**src/rtl/fetch_queue.sv**
```systemverilog
// fetch_queue: instruction fetch unit with a small in-order instruction queue.
//
// Issues one outstanding 16-bit-aligned fetch at a time, buffers returned
// words with their addresses in a DEPTH-entry FIFO and presents the head to
// decode. A redirect (sel_pc==2'b01) flushes the queue and restarts fetch at
// branch_pc; a request already in flight is completed on the bus and its data
// thrown away.
//
// Optional feature (macro FETCH_QUEUE_STATS_EN): adds output starve_cnt, a
// saturating count of cycles where a fetch is in progress but decode has
// nothing to consume.
//
// Ports:
//   clk, reset      single clock, synchronous active-high reset
//   sel_pc          2'b01 = redirect to branch_pc, otherwise sequential
//   branch_pc       redirect target
//   decode_stall    decode refuses the head instruction this cycle
//   mem_ack         mem_rdata valid for the outstanding request
//   mem_rdata       returned instruction word
//   mem_req         fetch request outstanding
//   mem_addr        byte address of the outstanding request
//   inst_code       head instruction word
//   inst_pc         head instruction address
//   inst_valid      head entry valid (queue non-empty)
//   starve_cnt      (FETCH_QUEUE_STATS_EN only) starvation cycle counter
//
// DEPTH must be 2, 4 or 8 (power of two so the pointers wrap naturally).

module fetch_queue #(
  parameter int          DEPTH    = 4,
  parameter logic [15:0] RESET_PC = 16'h000C
) (
  input  logic        clk,
  input  logic        reset,
  input  logic [1:0]  sel_pc,
  input  logic [15:0] branch_pc,
  input  logic        decode_stall,
  input  logic        mem_ack,
  input  logic [15:0] mem_rdata,
  output logic        mem_req,
  output logic [15:0] mem_addr,
  output logic [15:0] inst_code,
  output logic [15:0] inst_pc,
`ifdef FETCH_QUEUE_STATS_EN
  output logic [15:0] starve_cnt,
`endif
  output logic        inst_valid
);

  localparam int AW = $clog2(DEPTH);
  localparam int CW = AW + 1;

  typedef enum logic [1:0] {IDLE = 2'd0, REQ = 2'd1, DROP = 2'd2} fetchState_t;

  fetchState_t state, stateNext;

  logic [15:0]   qPc   [DEPTH];
  logic [15:0]   qCode [DEPTH];
  logic [AW-1:0] headPtr, tailPtr;
  logic [CW-1:0] count, countNext;
  logic [15:0]   fetchPc, fetchPcNext;
  logic [15:0]   reqAddr;

  logic redirect, pop, push, issue;

  assign redirect = (sel_pc == 2'b01);
  assign pop      = inst_valid && !decode_stall;
  // Data is only kept when we still want it: not in DROP, not on a redirect.
  assign push     = (state == REQ) && mem_ack && !redirect;

  // Occupancy after this cycle's flush/push/pop; drives the issue decision
  // so a new request is only made when its data is guaranteed a slot.
  always_comb begin
    countNext = count;
    if (redirect) countNext = '0;
    else          countNext = count + CW'(push) - CW'(pop);
  end

  always_comb begin
    fetchPcNext = fetchPc;
    if (redirect)  fetchPcNext = branch_pc;
    else if (push) fetchPcNext = fetchPc + 16'd2;
  end

  // Next-state logic. A redirect flushes the queue (countNext==0), so the
  // "space available" tests below also cover the redirect cases.
  always_comb begin
    stateNext = state;
    case (state)
      IDLE:    stateNext = (countNext < CW'(DEPTH)) ? REQ : IDLE;
      REQ: begin
        if (mem_ack)       stateNext = (countNext < CW'(DEPTH)) ? REQ : IDLE;
        else if (redirect) stateNext = DROP;
        else               stateNext = REQ;
      end
      DROP:    stateNext = mem_ack ? REQ : DROP;
      default: stateNext = IDLE;
    endcase
  end

  // A fresh request starts whenever we land in REQ from anywhere other than
  // a REQ that is still waiting; its address is latched so mem_addr stays
  // put even if fetchPc moves (redirect while the old request drains).
  assign issue = (stateNext == REQ) && ((state != REQ) || mem_ack);

  // State register
  always_ff @(posedge clk) begin
    if (reset) begin
      state   <= REQ;
      reqAddr <= RESET_PC;
      fetchPc <= RESET_PC;
      count   <= '0;
      headPtr <= '0;
      tailPtr <= '0;
    end else begin
      state   <= stateNext;
      fetchPc <= fetchPcNext;
      count   <= countNext;
      if (issue) reqAddr <= fetchPcNext;
      if (redirect) begin
        headPtr <= '0;
        tailPtr <= '0;
      end else begin
        if (pop)  headPtr <= headPtr + AW'(1);
        if (push) tailPtr <= tailPtr + AW'(1);
      end
    end
  end

  // Queue storage needs no reset; count gates its visibility.
  always_ff @(posedge clk) begin
    if (!reset && push) begin
      qPc[tailPtr]   <= mem_addr;
      qCode[tailPtr] <= mem_rdata;
    end
  end

  // Outputs. mem_req is masked during reset so the request pending from
  // reset only appears once reset drops.
  always_comb begin
    mem_req    = (state != IDLE) && !reset;
    mem_addr   = reqAddr;
    inst_valid = (count != '0);
    inst_pc    = qPc[headPtr];
    inst_code  = qCode[headPtr];
  end

`ifdef FETCH_QUEUE_STATS_EN
  always_ff @(posedge clk) begin
    if (reset)
      starve_cnt <= '0;
    else if (!inst_valid && (state != IDLE) && (starve_cnt != 16'hFFFF))
      starve_cnt <= starve_cnt + 16'd1;
  end
`endif

endmodule

```
**config.mk**
```make
export PLATFORM = sky130hd
export DESIGN_NAME = fetch_queue
export DESIGN_NICKNAME = d
export VERILOG_FILES = /design/src/rtl/fetch_queue.sv
export SDC_FILE = /design/constraint.sdc
export NUM_CORES = 1
export LEC_CHECK = 0
export BUFFER_PORTS_ARGS = -buffer_cell sky130_fd_sc_hd__buf_2
export CAP_MARGIN = 40
export CORE_ASPECT_RATIO = 1.5
export CORE_UTILIZATION = 52
export CTS_CLUSTER_SIZE = 24
export DETAILED_ROUTE_END_ITERATION = 7
export PLACE_DENSITY = 0.77
export SETUP_SLACK_MARGIN = 0.1
export SLEW_MARGIN = 25
export SYNTH_ARGS = -nofsm -noshare
export SYNTH_HDL_FRONTEND = slang
export SYNTH_SLANG_ARGS = --single-unit
export TNS_END_PERCENT = 20
```
**constraint.sdc**
```tcl
create_clock -name clk -period 3.35 [get_ports clk]
set_input_delay 0.67 -clock clk [delete_from_list [all_inputs] [get_ports clk]]
set_output_delay 0.67 -clock clk [all_outputs]
set_load 0.05 [all_outputs]
```
* After elaboration in Yosys (flattened, before gate mapping)
Memories as Yosys holds them, arrays and structs flattened. A register that Yosys moved wholly into a read port is not among the register bits.
Index checks and enable logic that the tools add are counted.
** Operators by class
- Divide/modulo/power cells :: 0
- Order comparisons :: 1
- Muxes and demuxes :: 14
- Add/sub/neg operators :: 5
- Multiply operators :: 0
- Shift-type cells :: 0
- Bitwise operators :: 0
- Reductions and logical operators :: 14
- Eq/ne operators :: 5
** Operator list (count)
- 2-to-1 mux 16 bit :: 2
- adder 16 x 2 -> 16 bit (second input constant) :: 1
- 2-to-1 mux 2 bit :: 7
- == test 2 x 1 -> 1 bit (second input constant) :: 3
- logical AND 1 bit :: 6
- case mux 2 bit (3 select lines) :: 1
- adder 2 x 1 -> 2 bit (second input constant) :: 2
- adder 3 x 1 -> 3 bit :: 1
- logical NOT 1 bit :: 3
- less-than comparator 3 bit (second input constant) :: 1
- 2-to-1 mux 1 bit :: 3
- 2-to-1 mux 3 bit :: 1
- nonzero test 3 bit :: 1
- subtractor 3 x 1 -> 3 bit :: 1
- == test 2 bit (second input constant) :: 1
- logical NOT 2 bit :: 1
- inequality test 2 x 1 -> 1 bit (second input constant) :: 1
- nonzero test 2 bit :: 1
- OR reduction 2 bit :: 1
- logical OR 1 bit :: 1
** Storage, ports and cells
- Input bits :: 38
- Memories :: 2
- Latch bits :: 0
- ROM bits :: 0
- Logic and storage cells :: 47
- Register bits after elaboration :: 41
- Bits in writable memories :: 128
- Output and inout bits :: 50
** Memories
- qCode :: depth 4, width 16, read ports 1, clocked after Yosys merged registers in 1, wr ports 1, RTL line 58 : logic [15:0] qCode [DEPTH];
- qPc :: depth 4, width 16, read ports 1, clocked after Yosys merged registers in 1, wr ports 1, RTL line 57 : logic [15:0] qPc [DEPTH];

* Logic depth before layout (Yosys ltp)
- Word-level depth :: 12
- Depth in mapped cells :: 14
- Gate-level depth less buffers :: 11

* Worst setup path before layout
Ideal clock, no wire load.
- Path kind :: in2reg
- From :: input sel_pc[1]
- To :: register reqAddr[3], in the netlist mem_addr[3]
- Arrival time :: 3138 ps
- Required time :: 3230 ps
- Buffers on the path :: 2
- Setup slack :: 92 ps
- Library setup time :: 120 ps
- Cell stages on the path :: 12
- Cell sequence :: nand2b_1 > buf_1 > nand2_1 > ha_1 > inv_1 > ha_1 > fa_1 > xor3_2 > nor3_4 > a211o_4 > buf_6 > a211o_1
** On the way
- Longest elaborated chain between the ends :: 12
- Elaborated cells on any way between the ends :: 15
- Classes of those cells :: 2 x add/sub; 1 x order compare; 2 x eq/ne; 7 x mux; 3 x reduce/logical
** Ends and longest elaborated chain
- start: declaration :: RTL line 35 : input logic [1:0] sel_pc,
- == test 2 x 1 -> 1 bit (*) :: RTL line 66 : assign redirect = (sel_pc == 2'b01);
- logical NOT 1 bit :: RTL line 69 : assign push = (state == REQ) && mem_ack && !redirect;
- logical AND 1 bit :: RTL line 69
- adder 3 x 1 -> 3 bit :: RTL line 76 : else countNext = count + CW'(push) - CW'(pop);
- subtractor 3 x 1 -> 3 bit :: RTL line 76
- 2-to-1 mux 3 bit :: RTL line 75 : if (redirect) countNext = '0;
- less-than comparator 3 bit :: RTL line 90, 92
- 2-to-1 mux 1 bit :: RTL line 90, 92
- 2-to-1 mux 2 bit :: RTL line 92 : if (mem_ack) stateNext = (countNext < CW'(DEPTH)) ? REQ : IDLE;
- case mux 2 bit (3 select lines) :: RTL line 89 : case (state)
- == test 2 x 1 -> 1 bit :: RTL line 104 : assign issue = (stateNext == REQ) && ((state != REQ) || mem_ack);
- logical AND 1 bit :: RTL line 104
- end signal: assignment :: RTL line 119 : if (issue) reqAddr <= fetchPcNext;
- end: declaration :: RTL line 62 : logic [15:0] reqAddr;
Mark *: on every way between the ends. The rest lies on a longest branch, timed or not.
A chain may end at the register's enable or synchronous reset.

* Worst setup path after layout
- From :: register count[2]
- To :: register reqAddr[10], in the netlist mem_addr[10]
** On the way
- Longest elaborated chain between the ends :: 10
- Elaborated cells on any way between the ends :: 11
- Classes of those cells :: 2 x add/sub; 1 x order compare; 1 x eq/ne; 4 x mux; 3 x reduce/logical
** Ends and longest elaborated chain
- start: declaration :: RTL line 60 : logic [CW-1:0] count, countNext;
- start signal: assignment :: RTL line 118 : count <= countNext;
- nonzero test 3 bit (*) :: RTL line 143 : inst_valid = (count != '0);
- logical AND 1 bit (*) :: RTL line 67 : assign pop = inst_valid && !decode_stall;
- named net pop :: RTL line 64 : logic redirect, pop, push, issue;
- subtractor 3 x 1 -> 3 bit (*) :: RTL line 76
- 2-to-1 mux 3 bit (*) :: RTL line 75
- less-than comparator 3 bit (*) :: RTL line 90, 92
- 2-to-1 mux 1 bit (*) :: RTL line 90, 92
- 2-to-1 mux 2 bit :: RTL line 92
- case mux 2 bit (3 select lines) (*) :: RTL line 89
- == test 2 x 1 -> 1 bit (*) :: RTL line 104
- logical AND 1 bit (*) :: RTL line 104
Mark *: on every way through the listed nets, which the timed path passes. The rest lies on a longest branch.

==> results_dict.tcl <==
set metrics [dict create \
    status "finished, final reports clean" \
    ys_types 54 \
    drt-total-wl_um 12900 \
    start_kind "flop" \
    antenna_found_initial 0 \
    p_per_area_nw_per_um2 786 \
    post-cts-setup-buffers 0 \
    fin_setup_tns_ns 0 \
    diodes 0 \
    switching_share_pct 33.0 \
    dieArea_um2 13500 \
    portBuffers 87 \
    ys.flop_type "edfxtp_1" \
    ant_nets 0 \
    drt_pre_antenna_iters 4 \
    grt.total_usage_pct 20.8 \
    setup_violations 0 \
    cts_tree "done" \
    path_class "flop to flop" \
    required_ns 3.65 \
    synth_nets 445 \
    drive_gt1_share_pct 35.4 \
    synthesis.area_um2 6770 \
    p_comb_share_pct 26.2 \
    cts-root-buf "clkbuf_16" \
    rsz0062_at_grt "yes" \
    clock_path_buffers 2 \
    finalCritPeriodShare_pct 93.4 \
    ir_worst_vdd_mv 0.435 \
    grt-ovfl-total 0 \
    coreArea_um2 12600 \
    htreeDepth 4 \
    drc 0 \
    drv_slew 0 \
    drt_iter0_drc 160 \
    synth-seq-area-share_pct 69.5 \
    gp_congestion 0.795 \
    wl_met1_um 5030 \
    clk_latency_ns 0.41 \
    yosysMostFrequentCell "edfxtp_1" \
    clkTransAtPathRegs_ns 0.06 \
    yosys.area.top_type "edfxtp_1" \
    ys_top_cells_by_area "edfxtp_1 57%, dfxtp_1 13%, mux4_2 11%" \
    cap_violations 0 \
    synth_edf_count 128 \
    fin_nets 545 \
    synthTopCellsByCount "128 x edfxtp_1, 43 x dfxtp_1, 37 x nor2_1, 32 x mux4_2, 15 x nand2_1" \
    drt-vias-per-instance 5.61 \
    setup_ws_ns 0.221 \
    grt_pass1_vias 3846 \
    ys_async_sr_fraction_pct 0 \
    vias 3748 \
    cts_made_buffers 17 \
    dp_slack_ns 0.101 \
    grt_max_degree 40 \
    cp_max_fo 15 \
    hold_buffers 0 \
    tightest_slew_ns 0.509 \
    clock.fmax_mhz 320 \
    start_util_pct 53.8 \
    leakage_nw 2.93 \
    hold_viol 0 \
    utilization_pct 63.8 \
    ctsResizeCount 0 \
    syn_inst 399 \
    dr_wl_met3_um 516 \
    avgSynthCellArea_um2 17.0 \
    synth_top_area_share_pct 56.8 \
    die_height_um 142 \
    ios 88 \
    power.total_w 0.00630 \
    p_seq_share_pct 42.5 \
    dp_hpwl_um 8480 \
    worst_setup_path_end_kind "flop" \
    fp.dieW_um 95.1 \
    core.rowCount 50 \
    critical_path_arrival_ns 3.43 \
    cts.sink_count 171 \
    routedWlPerCell_um 19.3 \
    switchingPower_w 0.00208 \
    dr_wl_met2_um 7100 \
    top_layer "met4" \
    slew_headroom_pct 66.1 \
    clockPowerShare_pct 31.3 \
    fin_skew_ns 0.00782 \
    hp-class "primary input to flop" \
    yosysWarnings 0 \
    grt_pass1_wl_um 20500 \
    intPower_w 0.00423 \
    syn_to_final_growth_pct 18.5 \
    synth.ff_latch_count 171 \
    period_needed_ns 3.13 \
]
cells by family (layout without fill, tap and decap cells):
| kind of cell | after synthesis | in the layout | synth area share (%) |
|---|---|---|---|
| AND/OR/NAND/NOR | 109 | 109 | 9.15 |
| multiplexers | 41 | 41 | 12.0 |
| flip-flops | 171 | 171 | 69.5 |
| XOR/XNOR | 15 | 15 | 2.18 |
| adder cells (fa/ha/maj) | 8 | 8 | 1.59 |
| buffers and inverters | 26 | 139 | 2.20 |
| AO/OA/AOI/OAI | 29 | 29 | 3.35 |
power groups by stage:
stage / logic (W) / registers [W] / clock network, W
floorplan: 0.00119 / 0.00282 / 0
global placement: 0.00163 / 0.00271 / 0
detailed placement: 0.00166 / 0.00273 / 0
CTS: 0.00167 / 0.00269 / 0.00200
global route: 0.00176 / 0.00271 / 0.00209
finish: 0.00165 / 0.00268 / 0.00197
cell type report:
type | count | area [um^2]
tap | 156 | 195
clock buffer | 19 | 433
clock inverter | 13 | 170
timing repair buffer | 101 | 566
multi-input combinational | 202 | 1920
sequential | 171 | 4710
inverter | 6 | 22.5
fill | 884 | 4560
worst paths after layout:
kind / from / end / slack [ns] / cells past startpoint
worst min-delay path: mem_rdata[12] / qCode[3][12] / 0.47 / 1
worst max-delay path: count[2] / mem_addr[10] / 0.22 / 10
worst max register to register: count[2] / mem_addr[10] / 0.22 / 10
worst min register to register: tailPtr[1] / tailPtr[1] / 0.50 / 2
critical path, stage by stage (launching register included):
cell and delay [ns]:
dfxtp_1 0.31, or3_2 0.48, nor2b_1 0.19, ha_1 0.28, inv_1 0.03, ha_1 0.19, fa_1 0.39, xor3_2 0.28
nor3_4 0.06, a211o_4 0.40, o41ai_1 0.39
per-layer routing:
| metal | up-vias | global-route usage, % |
|---|---|---|
| li1 | 1755 | - |
| met1 | 1884 | 24.9 |
| met2 | 91 | 36.2 |
| met3 | 18 | 4.61 |
| met4 | 0 | 7.50 |
| met5 | - | 0 |
cells in the final DEF, fill, tap and decap left out, types with 2 or more instances in the layout:
cell type and instances:
nand2_1 15, inv_6 3, ha_1 7, nand3b_1 8, nor3b_1 2, a211oi_1 5, a211o_1 2, inv_1 6
clkinvlp_4 2, xor2_1 6, buf_12 2, nand4_1 4, mux2i_1 9, a21oi_1 3, nor2b_1 2, and3_2 4
clkbuf_1 2, buf_4 12, nor2_1 37, o31a_1 2, dfxtp_1 42, edfxtp_1 128, mux4_2 32, nand2b_1 5
bufinv_16 3, and2_1 2, a211oi_2 2, xnor2_1 8, nor4_1 6, nand3_1 4, o21ai_0 6, clkinv_4 4
nor3_1 6, buf_2 87, clkbuf_16 17, and4_1 2
per-stage QoR:
step,hold WS [ns],std cells,instance area [um^2]
2_1_floorplan,0.456,399,6770
3_3_place_gp,0.478,636,7410
3_5_place_dp,0.494,636,7410
4_1_cts,0.450,668,8010
5_1_grt,0.455,668,8020
6_report,0.469,668,8020
flip-flops by register name, indices dropped and copies added, names as in the netlist, named ones only:
signal	cells
headPtr	2
fetchPc	16
qCode	64
mem_addr	16
state	2
tailPtr	2
qPc	64
count	3
Power figures use the tool's default switching activity.
